===== src/rtl/ifetch_queue.sv =====
// ifetch_queue: instruction fetch queue between the program counter and decode.
// Issues at most one instruction-memory request at a time and buffers the
// responses, each tagged with its PC, in a DEPTH-entry FIFO. A flush (redirect)
// empties the FIFO and discards any response that is still in flight.
// Optional feature: define IFQ_BYPASS_EN to hand a response straight to decode
// in its ack cycle when the queue is empty and decode is ready.
module ifetch_queue #(
    parameter int PCLEN = 32,
    parameter int DEPTH = 4
) (
    input  logic                     clock,
    input  logic                     reset,
    input  logic [PCLEN-1:0]         pc_in,
    input  logic                     pc_valid,
    output logic                     pc_ready,
    input  logic                     flush,
    output logic                     mem_req,
    output logic [PCLEN-1:0]         mem_addr,
    input  logic                     mem_ack,
    input  logic [31:0]              mem_rdata,
    output logic [31:0]              instr,
    output logic [PCLEN-1:0]         instr_pc,
    output logic                     instr_valid,
    input  logic                     instr_ready,
    output logic [$clog2(DEPTH):0]   count
);

    localparam int AW = $clog2(DEPTH);

    typedef enum logic [1:0] {
        IDLE = 2'd0,
        WAIT = 2'd1,
        DROP = 2'd2
    } state_t;

    state_t state;
    state_t state_next;

    logic [31:0]      data_q [DEPTH];
    logic [PCLEN-1:0] pc_q   [DEPTH];
    logic [AW-1:0]    wr_ptr;
    logic [AW-1:0]    rd_ptr;

    logic [AW:0] occupancy;
    logic        has_room;
    logic        resp;
    logic        accept;
    logic        push;
    logic        q_pop;
    logic        bypass;

    // A request still outstanding has a slot reserved for its response.
    assign occupancy = count + {{AW{1'b0}}, (state == WAIT)};
    assign has_room  = occupancy < (AW+1)'(DEPTH);

    assign resp   = (state == WAIT) && mem_ack;
    assign accept = pc_valid && pc_ready;

`ifdef IFQ_BYPASS_EN
    assign bypass = resp && !flush && !reset && (count == '0) && instr_ready;
`else
    assign bypass = 1'b0;
`endif

    // A flushed or bypassed response is never written into the queue.
    assign push  = resp && !flush && !bypass;
    assign q_pop = instr_ready && (count != '0);

    assign instr_valid = (count != '0) || bypass;
    assign instr       = bypass ? mem_rdata : data_q[rd_ptr];
    assign instr_pc    = bypass ? mem_addr  : pc_q[rd_ptr];

    // State register.
    always_ff @(posedge clock) begin
        if (reset) begin
            state <= IDLE;
        end else begin
            state <= state_next;
        end
    end

    // Next-state logic: track whether a request is outstanding and whether it was flushed.
    always_comb begin
        state_next = state;
        case (state)
            IDLE: begin
                if (accept) state_next = WAIT;
            end
            WAIT: begin
                if (flush) begin
                    state_next = mem_ack ? IDLE : DROP;
                end else if (mem_ack) begin
                    state_next = accept ? WAIT : IDLE;
                end
            end
            DROP: begin
                if (mem_ack) state_next = IDLE;
            end
            default: state_next = IDLE;
        endcase
    end

    // Output logic: memory request level and PC-side readiness.
    always_comb begin
        mem_req  = (state != IDLE);
        pc_ready = !reset && !flush && has_room &&
                   ((state == IDLE) || ((state == WAIT) && mem_ack));
    end

    // Request address is captured on accept and held until the next accept.
    always_ff @(posedge clock) begin
        if (reset) begin
            mem_addr <= '0;
        end else if (accept) begin
            mem_addr <= pc_in;
        end
    end

    // Occupancy and pointers; flush empties the queue at the end of the cycle.
    always_ff @(posedge clock) begin
        if (reset || flush) begin
            count  <= '0;
            wr_ptr <= '0;
            rd_ptr <= '0;
        end else begin
            if (push)  wr_ptr <= wr_ptr + AW'(1);
            if (q_pop) rd_ptr <= rd_ptr + AW'(1);
            count <= count + (AW+1)'(push) - (AW+1)'(q_pop);
        end
    end

    // Entry storage: response word and the address it was fetched from.
    always_ff @(posedge clock) begin
        if (push) begin
            data_q[wr_ptr] <= mem_rdata;
            pc_q[wr_ptr]   <= mem_addr;
        end
    end

endmodule


===== config.mk =====
export PLATFORM = sky130hd
export DESIGN_NAME = ifetch_queue
export DESIGN_NICKNAME = d
export VERILOG_FILES = /design/src/rtl/ifetch_queue.sv
export SDC_FILE = /design/constraint.sdc
export NUM_CORES = 1
export LEC_CHECK = 0
export BUFFER_PORTS_ARGS = -buffer_cell sky130_fd_sc_hd__buf_2
export CORE_MARGIN = 3
export CORE_UTILIZATION = 56
export DETAILED_ROUTE_END_ITERATION = 6
export GPL_TIMING_DRIVEN = 1
export HOLD_SLACK_MARGIN = 0.06
export PLACE_DENSITY_LB_ADDON = 0.2
export SLEW_MARGIN = 20
export SYNTH_ARGS = -nofsm -noshare
export SYNTH_HDL_FRONTEND = slang
export SYNTH_SLANG_ARGS = --single-unit
export TNS_END_PERCENT = 5

===== constraint.sdc =====
create_clock -name clock -period 3.1 [get_ports clock]
set_input_delay 0.62 -clock clock [delete_from_list [all_inputs] [get_ports clock]]
set_output_delay 0.62 -clock clock [all_outputs]
set_load 0.005 [all_outputs]

== Word-level counts from Yosys, hierarchy flattened ==
Memory sizes are Yosys's and may differ from the RTL's. A register that Yosys moved wholly into a read port is not among the register bits.
Cells that the tools add are included.

* Mux-type cells: 13
* Bitwise operators: 0
* Divide/modulo/power cells: 0
* Order comparisons: 1
* Eq/ne operators: 5
* $mul: 0
* Shifts and indexed selects: 0
* Reductions and logical operators: 15
* Add/sub/neg operators: 5

{| class="wikitable"
|+ Operators with widths
! cell !! count
|-
| $mux 2 || 9
|-
| $logic_and 1x1->1 || 7
|-
| $add 3x1->3 || 2
|-
| $pmux 2 s3 || 1
|-
| $add 2x1->2 const B || 2
|-
| $ne 2x2->1 const B || 2
|-
| $lt 3x3->1 const B || 1
|-
| $mux 1 || 3
|-
| $ne 3x3->1 const B || 1
|-
| $reduce_and 3->1 || 1
|-
| $reduce_bool 3->1 || 1
|-
| $sub 3x1->3 || 1
|-
| $eq 2x1->1 const B || 1
|-
| $eq 2x2->1 const B || 1
|-
| $logic_not 1->1 || 2
|-
| $logic_not 2->1 || 1
|-
| $logic_or 1x1->1 || 2
|-
| $reduce_bool 2->1 || 1
|}

* Memory bits (writable): 256
* Memory bits (read-only): 0
* Output and inout bits: 102
* Bits of input ports: 70
* Register bits: 41
* Latch bits: 0
* Memories kept: 2
* Logic and storage cells: 46

{| class="wikitable"
|+ Memory list
! name !! depth !! width !! rd ports !! clocked after Yosys merged registers in !! wr ports !! line !! source
|-
| data_q || 4 || 32 || 1 || 1 || 1 || 39 || <nowiki>logic [31:0] data_q [DEPTH];</nowiki>
|-
| pc_q || 4 || 32 || 1 || 1 || 1 || 40 || <nowiki>logic [PCLEN-1:0] pc_q [DEPTH];</nowiki>
|}

== Longest topological paths before layout ==
Gate-level depths: netlist of the first run.

* Depth after elaboration: 10
* Gate-level depth with buffers: 11
* Depth with buffers taken out: 11

== Least setup slack after synthesis of the first run ==
Ideal clock, no wire load.

* Path type: input -> register
* From: input port mem_ack
* To: memory data_q[0][0], enable pin
* Stages on the path: 3
* Data arrival time: 2,414 ps
* Library setup time: 429 ps
* Slack: 257 ps
* Path through: nand2_1 nor2_1 and2_1

* Longest elaborated chain between the ends: 4

{| class="wikitable"
|+ Ends and longest elaborated chain
! element !! line !! source
|-
| start, declared || 19 || <nowiki>input logic mem_ack,</nowiki>
|-
| $logic_and 1x1->1 || 56 || <nowiki>assign resp = (state == WAIT) && mem_ack;</nowiki>
|-
| $logic_and 1x1->1 || 66 || <nowiki>assign push = resp && !flush && !bypass;</nowiki>
|-
| $mux 1 || 134 || <nowiki>if (push) begin</nowiki>
|-
| $mux 1 (not written as such) || 135 || <nowiki>data_q[wr_ptr] <= mem_rdata;</nowiki>
|-
| end, declared || 39 ||
|}

Every way passes these cells.

==> flow_metrics.tcl, run 1 <==
set metrics [dict create \
    status "finished clean" \
    critPathKind "register to output pin" \
    worstPathMaxFanout 23 \
    fillers 1264 \
    synth_area_um2 11140 \
    setup_viol 0 \
    htree_levels 1 \
    fp.dieW_um 147.0 \
    syn_to_final_growth_pct 19.25 \
    fin_crit_sh_pct 90.91 \
    core_area_um2 19140 \
    clock_power_share_pct 42.3 \
    finalWirelength_um 21270 \
    layout-drive-gt1-share_pct 42.25 \
    drc_errors 0 \
    synth.top_cell.area_share_pct 69.01 \
    grt_pass1_vias 6161 \
    yosysTopAreaCell "edfxtp_1" \
    postRouteAntennaNets 0 \
    end_kind "output pin" \
    via_count 5776 \
    seq_area_um2 8556 \
    hold_buffers 0 \
    max_cap_viol_count 0 \
    ys.flop_type "edfxtp_1" \
    routedWlPerCell_um 20.96 \
    crit_required_ns 2.48 \
    cts_buffer_depth 3 \
    gp_congestion 0.7948 \
    clk_latency_ns 0.52 \
    power_frac_seq_pct 54.9 \
    finalClockSkew_ns 0.006753 \
    synth_edf_count 256 \
    total_power_mw 8.025 \
    yosysUniqueCellTypes 35 \
    grt_setup_unrepaired "no" \
    max_freq_ghz 0.3549 \
    fin_crit_ns 2.818 \
    grt_max_degree 39 \
    first_pass_iters 5 \
    cts_setup_buffers 0 \
    relSlewSlack_pct 43.54 \
    design_area_um2 13280 \
    hp-class "input port to register" \
    fin_ws_ns 0.2819 \
    grt_pass1_wl_um 33560 \
    pwr-share-comb_pct 2.8 \
    vias_per_cell 5.691 \
    yosys_register_bits 299 \
    swShare_pct 19.12 \
    report.final.slew_viol_count 0 \
    track_usage_pct 19.88 \
    cts_tree "done" \
    place_ws_ns 0.5124 \
    leakagePower_nw 4.377 \
    power.internal_mw 6.491 \
    syn_nets 625 \
    finalNetCount 810 \
    grt_overflow 0 \
    ys_async_sr_fraction_pct 0 \
    syn_area_per_cell_um2 20.33 \
    start_util_pct 58.19 \
    ys_warn_count 0 \
    cts_made_buffers 29 \
    vdd_ir_drop_max_mv 0.3631 \
    clockRootBuffer "clkbuf_16" \
    design.die.area_um2 21620 \
    port_buffers 171 \
    utilization_pct 69.39 \
    clkSinkCount 299 \
    hold_viol 0 \
    multi_input_area_um2 2374 \
    worst_slew_pin_slew_ns 0.8292 \
    cp.arrival_ns 2.20 \
    drt-initial-drc-count 348 \
    power.net_switching_mw 1.534 \
    power.density_nw_per_um2 604.1 \
    fp-row-count 50 \
    dieHeight_um 147.0 \
    antenna_found_initial 0 \
    clkTransAtPathRegs_ns 0.06 \
    diodes 0 \
    synthTopCellsByArea "edfxtp_1 69%, mux4_2 13%, dfxtp_1 7.7%" \
    seq_area_frac_synth_pct 76.74 \
    dp_hpwl_um 13280 \
    critPathLaunchType "register" \
    netlist_instances 548 \
    ctsResizeCount 0 \
    post_dp_cell_area_um2 12340 \
    tns_ns 0 \
    ios 172 \
]
[final cells by class]
type | count | share of cell area (%)
Sequential cell | 299 | 64.41
Multi-Input combinational cell | 209 | 17.87
Timing Repair Buffer | 186 | 7.949
Clock buffer | 44 | 6.574
Tap cell | 260 | 2.449
Clock inverter | 9 | 0.5275
Inverter | 8 | 0.2261
[path summary, 6_finish.rpt]
kind / start / to / slack, ns / cells after the start
worst max-delay path: register / instr_pc[6] / 0.28 / 3
worst min-delay path: mem_ack / state[1] / 0.31 / 2
worst max register to register: state[1] / count[2] / 0.65 / 11
worst min register to register: wr_ptr[1] / wr_ptr[1] / 0.51 / 2
[power by group through the flow]
| stage | Sequential, mW | Clock, mW | Combinational [mW] |
|---|---|---|---|
| after global routing | 4.41 | 3.62 | 0.245 |
| after global placement | 4.49 | 0 | 0.216 |
| after floorplan | 4.49 | 0 | 0.113 |
| after detailed placement | 4.49 | 0 | 0.226 |
| after CTS | 4.41 | 3.45 | 0.227 |
| final | 4.41 | 3.39 | 0.224 |
[cell usage after synthesis, types with 4 or more instances]
| cell | instances |
|---|---|
| buf_2 | 8 |
| a21oi_1 | 33 |
| nand2_1 | 4 |
| nand3_2 | 12 |
| ha_1 | 6 |
| nor2_1 | 9 |
| clkbuf_1 | 15 |
| inv_1 | 8 |
| edfxtp_1 | 256 |
| mux4_2 | 64 |
| and2_1 | 6 |
| dfxtp_1 | 43 |
| o21ai_1 | 31 |
| nand3_1 | 21 |
| buf_4 | 5 |
| xnor2_1 | 4 |
[routing by layer]
metal,share of wire [%],up-vias,GRT usage (%),routed length [um]
met3,5.7,31,3.825,1216
met1,42,2976,27.19,8969
li1,-,2586,-,-
met2,50,183,33.87,10710
met4,1.8,0,4.520,380
met5,0,-,0,0
[through the flow]
stage	hold slack (ns)	std cells
2_1_floorplan	0.4692	548
3_3_place_gp	0.4881	962
3_5_place_dp	0.4974	962
4_1_cts	0.2897	1015
5_1_grt	0.2928	1015
6_report	0.3073	1015
[critical path, stage by stage, from the launching register on]
cell and delay, ns:
dfxtp_4 0.65, buf_12 0.28, mux4_2 0.55, buf_2 0.15
[registers in the layout, indices dropped and copies added, names as in the netlist, named ones only]
register,count
mem_addr,32
state,2
wr_ptr,2
pc_q,128
count,3
data_q,128
rd_ptr,2
[kinds of logic after synthesis]
group / Yosys count / synth area share, %
simple gates: 62 / 3.471
xor+xnor: 6 / 0.4717
flops: 299 / 76.74
compound gates: 68 / 3.145
fa+ha+maj: 7 / 0.8536
buf+inv: 40 / 2.044
mux: 66 / 13.28
[layout by cell type (no fill, tap or decap), types with 2 or more instances in the layout]
| master | synthesis | routed |
|---|---|---|
| a21oi_1 | 33 | 33 |
| buf_4 | 5 | 8 |
| buf_12 | 1 | 7 |
| or2_2 | 2 | 2 |
| buf_2 | 8 | 171 |
| nor2_1 | 9 | 9 |
| xnor2_1 | 4 | 4 |
| xor2_1 | 2 | 2 |
| ha_1 | 6 | 6 |
| edfxtp_1 | 256 | 256 |
| clkbuf_1 | 15 | 7 |
| dfxtp_4 | 0 | 2 |
| nand3_1 | 21 | 21 |
| o21ai_1 | 31 | 31 |
| and2b_1 | 2 | 2 |
| and2_1 | 6 | 2 |
| clkbuf_8 | 1 | 7 |
| clkbuf_16 | 0 | 30 |
| inv_1 | 8 | 8 |
| nand2_1 | 4 | 4 |
| nand3_2 | 12 | 12 |
| clkinv_2 | 0 | 5 |
| clkinv_1 | 0 | 2 |
| mux4_2 | 64 | 64 |
| and2_4 | 0 | 4 |
| dfxtp_1 | 43 | 41 |
No activity file was read; power rests on OpenSTA's default activity.
==> inputs of run 2 (changes only) <==
--- a/config.mk
+++ b/config.mk
@@ -11,7 +11,7 @@
 export DETAILED_ROUTE_END_ITERATION = 6
 export GPL_TIMING_DRIVEN = 1
 export HOLD_SLACK_MARGIN = 0.06
-export PLACE_DENSITY_LB_ADDON = 0.2
+export PLACE_DENSITY_LB_ADDON = 0.15
 export SLEW_MARGIN = 20
 export SYNTH_ARGS = -nofsm -noshare
 export SYNTH_HDL_FRONTEND = slang
==> run 2 against run 1 <==
- sequential power is essentially flat
- critical endpoint is now instr_pc[13]
- utilization grew 0.26 points
- die area is the same
- highest routed layer unchanged
- critical path depth is the same
==> flow_metrics.tcl, run 2 (same netlist as run 1, synthesis figures left out) <==
set metrics [dict create \
    finalNetCount 811 \
    finalWirelength_um 21590 \
    cts_tree "done" \
    grt_max_degree 65 \
    worstHoldStart "mem_rdata[4]" \
    syn_to_final_growth_pct 19.70 \
    ios 172 \
    design_area_um2 13330 \
    setup_viol 0 \
    max_freq_ghz 0.3587 \
    end_kind "output pin" \
    cp.arrival_ns 2.17 \
    leakagePower_nw 4.393 \
    worst_slew_pin_slew_ns 0.7992 \
    design.die.area_um2 21620 \
    cts_setup_buffers 0 \
    cts_made_buffers 30 \
    ctsResizeCount 0 \
    relSlewSlack_pct 45.58 \
    clkTransAtPathRegs_ns 0.06 \
    post_dp_cell_area_um2 12340 \
    grt_overflow 0 \
    diodes 0 \
    dp_hpwl_um 13470 \
    htree_levels 1 \
    whs_path_depth 1 \
    drt-initial-drc-count 352 \
    gp_congestion 0.7488 \
    routedWlPerCell_um 21.20 \
    grt_pass1_wl_um 34060 \
    track_usage_pct 20.17 \
    clkSinkCount 299 \
    vdd_ir_drop_max_mv 0.5658 \
    fin_crit_sh_pct 89.93 \
    power.density_nw_per_um2 614.2 \
    antenna_found_initial 0 \
    layout_common_cells "256 x edfxtp_1, 171 x buf_2, 64 x mux4_2, 41 x dfxtp_1, 33 x a21oi_1" \
    fillers 1282 \
    worstPathMaxFanout 18 \
    start_util_pct 58.19 \
    fin_crit_ns 2.788 \
    tns_ns 0 \
    via_count 5736 \
    multi_input_area_um2 2374 \
    finalClockSkew_ns 0.005989 \
    critPathKind "register to output pin" \
    hold_viol 0 \
    first_pass_iters 5 \
    critPathLaunchType "register" \
    port_buffers 171 \
    largest_registers "data_q x128, pc_q x128, mem_addr x32" \
    layout-drive-gt1-share_pct 42.22 \
    clockRootBuffer "clkbuf_16" \
    cts_buffer_depth 3 \
    clk_latency_ns 0.53 \
    grt_setup_unrepaired "no" \
    hold_buffers 0 \
    drc_errors 0 \
    fp.dieW_um 147.0 \
    r2r_end "count[2]" \
    core_area_um2 19140 \
    grt_pass1_vias 6055 \
    max_cap_viol_count 0 \
    report.final.slew_viol_count 0 \
    dieHeight_um 147.0 \
    crit_required_ns 2.48 \
    seq_area_um2 8556 \
    layout_commonest_cell "edfxtp_1" \
    status "finished clean" \
    hold_path_end "data_q[3][4]" \
    reg2reg_from "state[1]" \
    vias_per_cell 5.635 \
    fp-row-count 50 \
    ff2ff_setup_slack_ns 0.66 \
    reg2regPathDepth 11 \
    hp-class "input port to register" \
    postRouteAntennaNets 0 \
]
run 2: report_power, final:
part           internal (mW)  switching, mW
registers               4.38         0.0279
logic                 0.0964          0.128
clock network           2.14           1.42
total                   6.62           1.57
run 2: critical path, stage by stage (launching register included):
cell and delay (ns):
dfxtp_4 0.60, buf_4 0.34, mux4_2 0.55, buf_2 0.15
run 2: per-stage QoR:
| stage | util (%) | hold slack, ns | worst slack (ns) | total power, mW | cells |
|---|---|---|---|---|---|
| floorplan | - | 0.4692 | 0.2574 | 4.601 | 548 |
| global placement | 64.46 | 0.4841 | 0.6203 | 4.703 | 962 |
| detailed placement | 64.46 | 0.4845 | 0.4968 | 4.718 | 962 |
| CTS | 69.65 | 0.2727 | 0.2324 | 8.261 | 1018 |
| global route | 69.65 | 0.2770 | 0.1724 | 8.467 | 1018 |
| finish | 69.65 | 0.3015 | 0.3123 | 8.190 | 1018 |
run 2: final cells by class:
class                      count  share of cell area (%)
sequential                   299                   64.16
multi-input combinational    209                   17.80
timing repair buffer         186                   7.920
clock buffer                  43                   6.306
tap                          260                   2.440
clock inverter                13                   1.145
inverter                       8                  0.2252
run 2: how the worst max path moves through the flow:
| stage | from | endpoint | slack (ns) |
|---|---|---|---|
| 3_3_place_gp | mem_ack | count[2] | 0.62 |
| 5_1_grt | register | instr_pc[31] | 0.17 |
| 2_1_floorplan | mem_ack | data_q[0][0] | 0.26 |
| 3_5_place_dp | mem_ack | count[2] | 0.50 |
| 4_1_cts | register | instr_pc[31] | 0.23 |
| 6_report | register | instr_pc[13] | 0.31 |
run 2: per-layer routing:
layer | track usage [%] | share of wire [%] | vias up | wire, um
met4 | 5.266 | 2.2 | 0 | 473
met5 | 0 | 0 | - | 0
met2 | 33.96 | 51 | 214 | 10920
met1 | 27.55 | 40 | 2890 | 8718
li1 | - | - | 2590 | -
met3 | 4.041 | 6.8 | 42 | 1472
==> inputs of run 3 (changes only) <==
--- a/config.mk
+++ b/config.mk
@@ -5,13 +5,14 @@
 export SDC_FILE = /design/constraint.sdc
 export NUM_CORES = 1
 export LEC_CHECK = 0
-export BUFFER_PORTS_ARGS = -buffer_cell sky130_fd_sc_hd__buf_2
+export BUFFER_PORTS_ARGS = -buffer_cell sky130_fd_sc_hd__buf_4
 export CORE_MARGIN = 3
 export CORE_UTILIZATION = 56
 export DETAILED_ROUTE_END_ITERATION = 6
 export GPL_TIMING_DRIVEN = 1
 export HOLD_SLACK_MARGIN = 0.06
 export PLACE_DENSITY_LB_ADDON = 0.15
+export REMOVE_ABC_BUFFERS = 1
 export SLEW_MARGIN = 20
 export SYNTH_ARGS = -nofsm -noshare
 export SYNTH_HDL_FRONTEND = slang
==> run 3 against run 2 <==
- final area up 2.0%
- largest power group unchanged
- non-clock buffer count unchanged
- setup slack better by 0.031 ns
- largest cell class unchanged
- maximum frequency up 1.1%
==> flow_metrics.tcl, run 3 (same netlist as run 1, synthesis figures left out) <==
set metrics [dict create \
    cp_cell_sequence "buf_12, mux4_2, buf_4" \
    status "finished clean" \
    max_cap_viol_count 0 \
    swShare_pct 19.54 \
    via_count 5813 \
    setup_viol 0 \
    critPathLaunchType "register" \
    largest_registers "data_q x128, pc_q x128, mem_addr x32" \
    clockRootBuffer "clkbuf_16" \
    layout_common_cells "256 x edfxtp_1, 179 x buf_4, 64 x mux4_2, 41 x dfxtp_1, 33 x a21oi_1" \
    grt_max_degree 37 \
    clkTransAtPathRegs_ns 0.06 \
    top_usage_layer "met2" \
    worst_slew_pin_slew_ns 0.8632 \
    fp-row-count 50 \
    clock_power_share_pct 39.6 \
    syn_to_final_growth_pct 22.13 \
    fin_ws_ns 0.3430 \
    antenna_found_initial 0 \
    fillers 1224 \
    use_met3_pct 4.349 \
    cts_buffer_depth 3 \
    relSlewSlack_pct 42.45 \
    multi_input_area_um2 2375 \
    cts_tree "done" \
    crit_family "flip-flops" \
    design.die.area_um2 21620 \
    gp_congestion 0.7365 \
    clk_latency_ns 0.52 \
    power.net_switching_mw 1.514 \
    routedWlPerCell_um 21.27 \
    grt_setup_unrepaired "no" \
    diodes 0 \
    core_area_um2 19140 \
    vdd_ir_drop_max_mv 0.4714 \
    critPathBufInv 2 \
    layout_commonest_cell "edfxtp_1" \
    cts_setup_buffers 0 \
    track_usage_pct 19.96 \
    hold_viol 0 \
    htree_levels 1 \
    leakagePower_nw 4.443 \
    dieHeight_um 147.0 \
    end_kind "output pin" \
    drc_errors 0 \
    finalClockSkew_ns 0.005648 \
    grt_pass1_wl_um 33580 \
    postRouteAntennaNets 0 \
    fp.dieW_um 147.0 \
    power.internal_mw 6.234 \
    place_ws_ns 0.5399 \
    utilization_pct 71.07 \
    fin_crit_ns 2.757 \
    hold-worst-slack_ns 0.2924 \
    ff2ff_setup_slack_ns 0.66 \
    worstPathMaxFanout 23 \
    start_util_pct 58.19 \
    finalNetCount 810 \
    critPathKind "register to output pin" \
    cts_made_buffers 29 \
    crit_required_ns 2.48 \
    vias_per_cell 5.727 \
    pwr-share-comb_pct 3.5 \
    cp.arrival_ns 2.14 \
    globalRouteMet2Util_pct 33.41 \
    hold_buffers 0 \
    ctsResizeCount 0 \
    slowest_stage "dfxtp_4" \
    ios 172 \
    layout-drive-gt1-share_pct 41.46 \
    dp_hpwl_um 13460 \
    finalWirelength_um 21590 \
    drt-initial-drc-count 372 \
    first_pass_iters 5 \
    report.final.slew_viol_count 0 \
    max_freq_ghz 0.3627 \
    power_frac_seq_pct 56.9 \
    power.density_nw_per_um2 569.5 \
    clkSinkCount 299 \
    grt_pass1_vias 6138 \
    final_cells 1015 \
    seq_area_um2 8556 \
    hp-class "input port to register" \
    gr-usage-met1_pct 27.61 \
    grt_overflow 0 \
    slowest_delay_ns 0.61 \
    placed_cells 962 \
    port_buffers 171 \
    fin_crit_sh_pct 88.94 \
]
run 3: power groups by stage:
| stage | Combinational [mW] | Sequential [mW] | Clock [mW] |
|---|---|---|---|
| 2_1_floorplan | 0.0865 | 4.49 | 0 |
| 3_3_place_gp | 0.259 | 4.49 | 0 |
| 3_5_place_dp | 0.269 | 4.49 | 0 |
| 4_1_cts | 0.270 | 4.41 | 3.14 |
| 5_1_grt | 0.291 | 4.41 | 3.30 |
| 6_report | 0.268 | 4.41 | 3.07 |
run 3: area by class of cell:
class | instances | share of cell area, %
sequential | 299 | 62.89
multi-input combinational | 209 | 17.46
timing repair buffer | 186 | 10.91
clock buffer | 38 | 5.583
tap | 260 | 2.391
clock inverter | 15 | 0.5518
inverter | 8 | 0.2207
run 3: worst paths after layout:
path | startpoint | depth (start not counted) | end
setup / recovery | register | 3 | instr[20]
hold / removal | mem_ack | 2 | state[1]
setup reg to reg | state[0] | 11 | count[2]
hold reg to reg | mem_addr[6] | 0 | pc_q[2][6]
run 3: per-layer routing:
layer	wire, um	share of wire, %
met3	1429	6.6
met1	9028	42
met4	301	1.4
met5	0	0
met2	10840	50
run 3: through the flow:
step / TNS, ns / power, mW / area, um^2
after floorplan: -58.02 / 4.577 / 10940
after global placement: 0 / 4.748 / 12770
after detailed placement: 0 / 4.762 / 12770
after CTS: 0 / 7.818 / 13600
after global routing: 0 / 8.004 / 13600
final: 0 / 7.748 / 13600
run 3: worst register-to-register path, stage by stage (launching register included):
cell and delay (ns):
dfxtp_1 0.40, and2b_1 0.18, nand2_1 0.11, nor2_1 0.29, inv_1 0.08, ha_1 0.28
inv_1 0.04, ha_1 0.18, fa_1 0.38, xnor2_1 0.20, xnor2_1 0.14, nor2_1 0.06
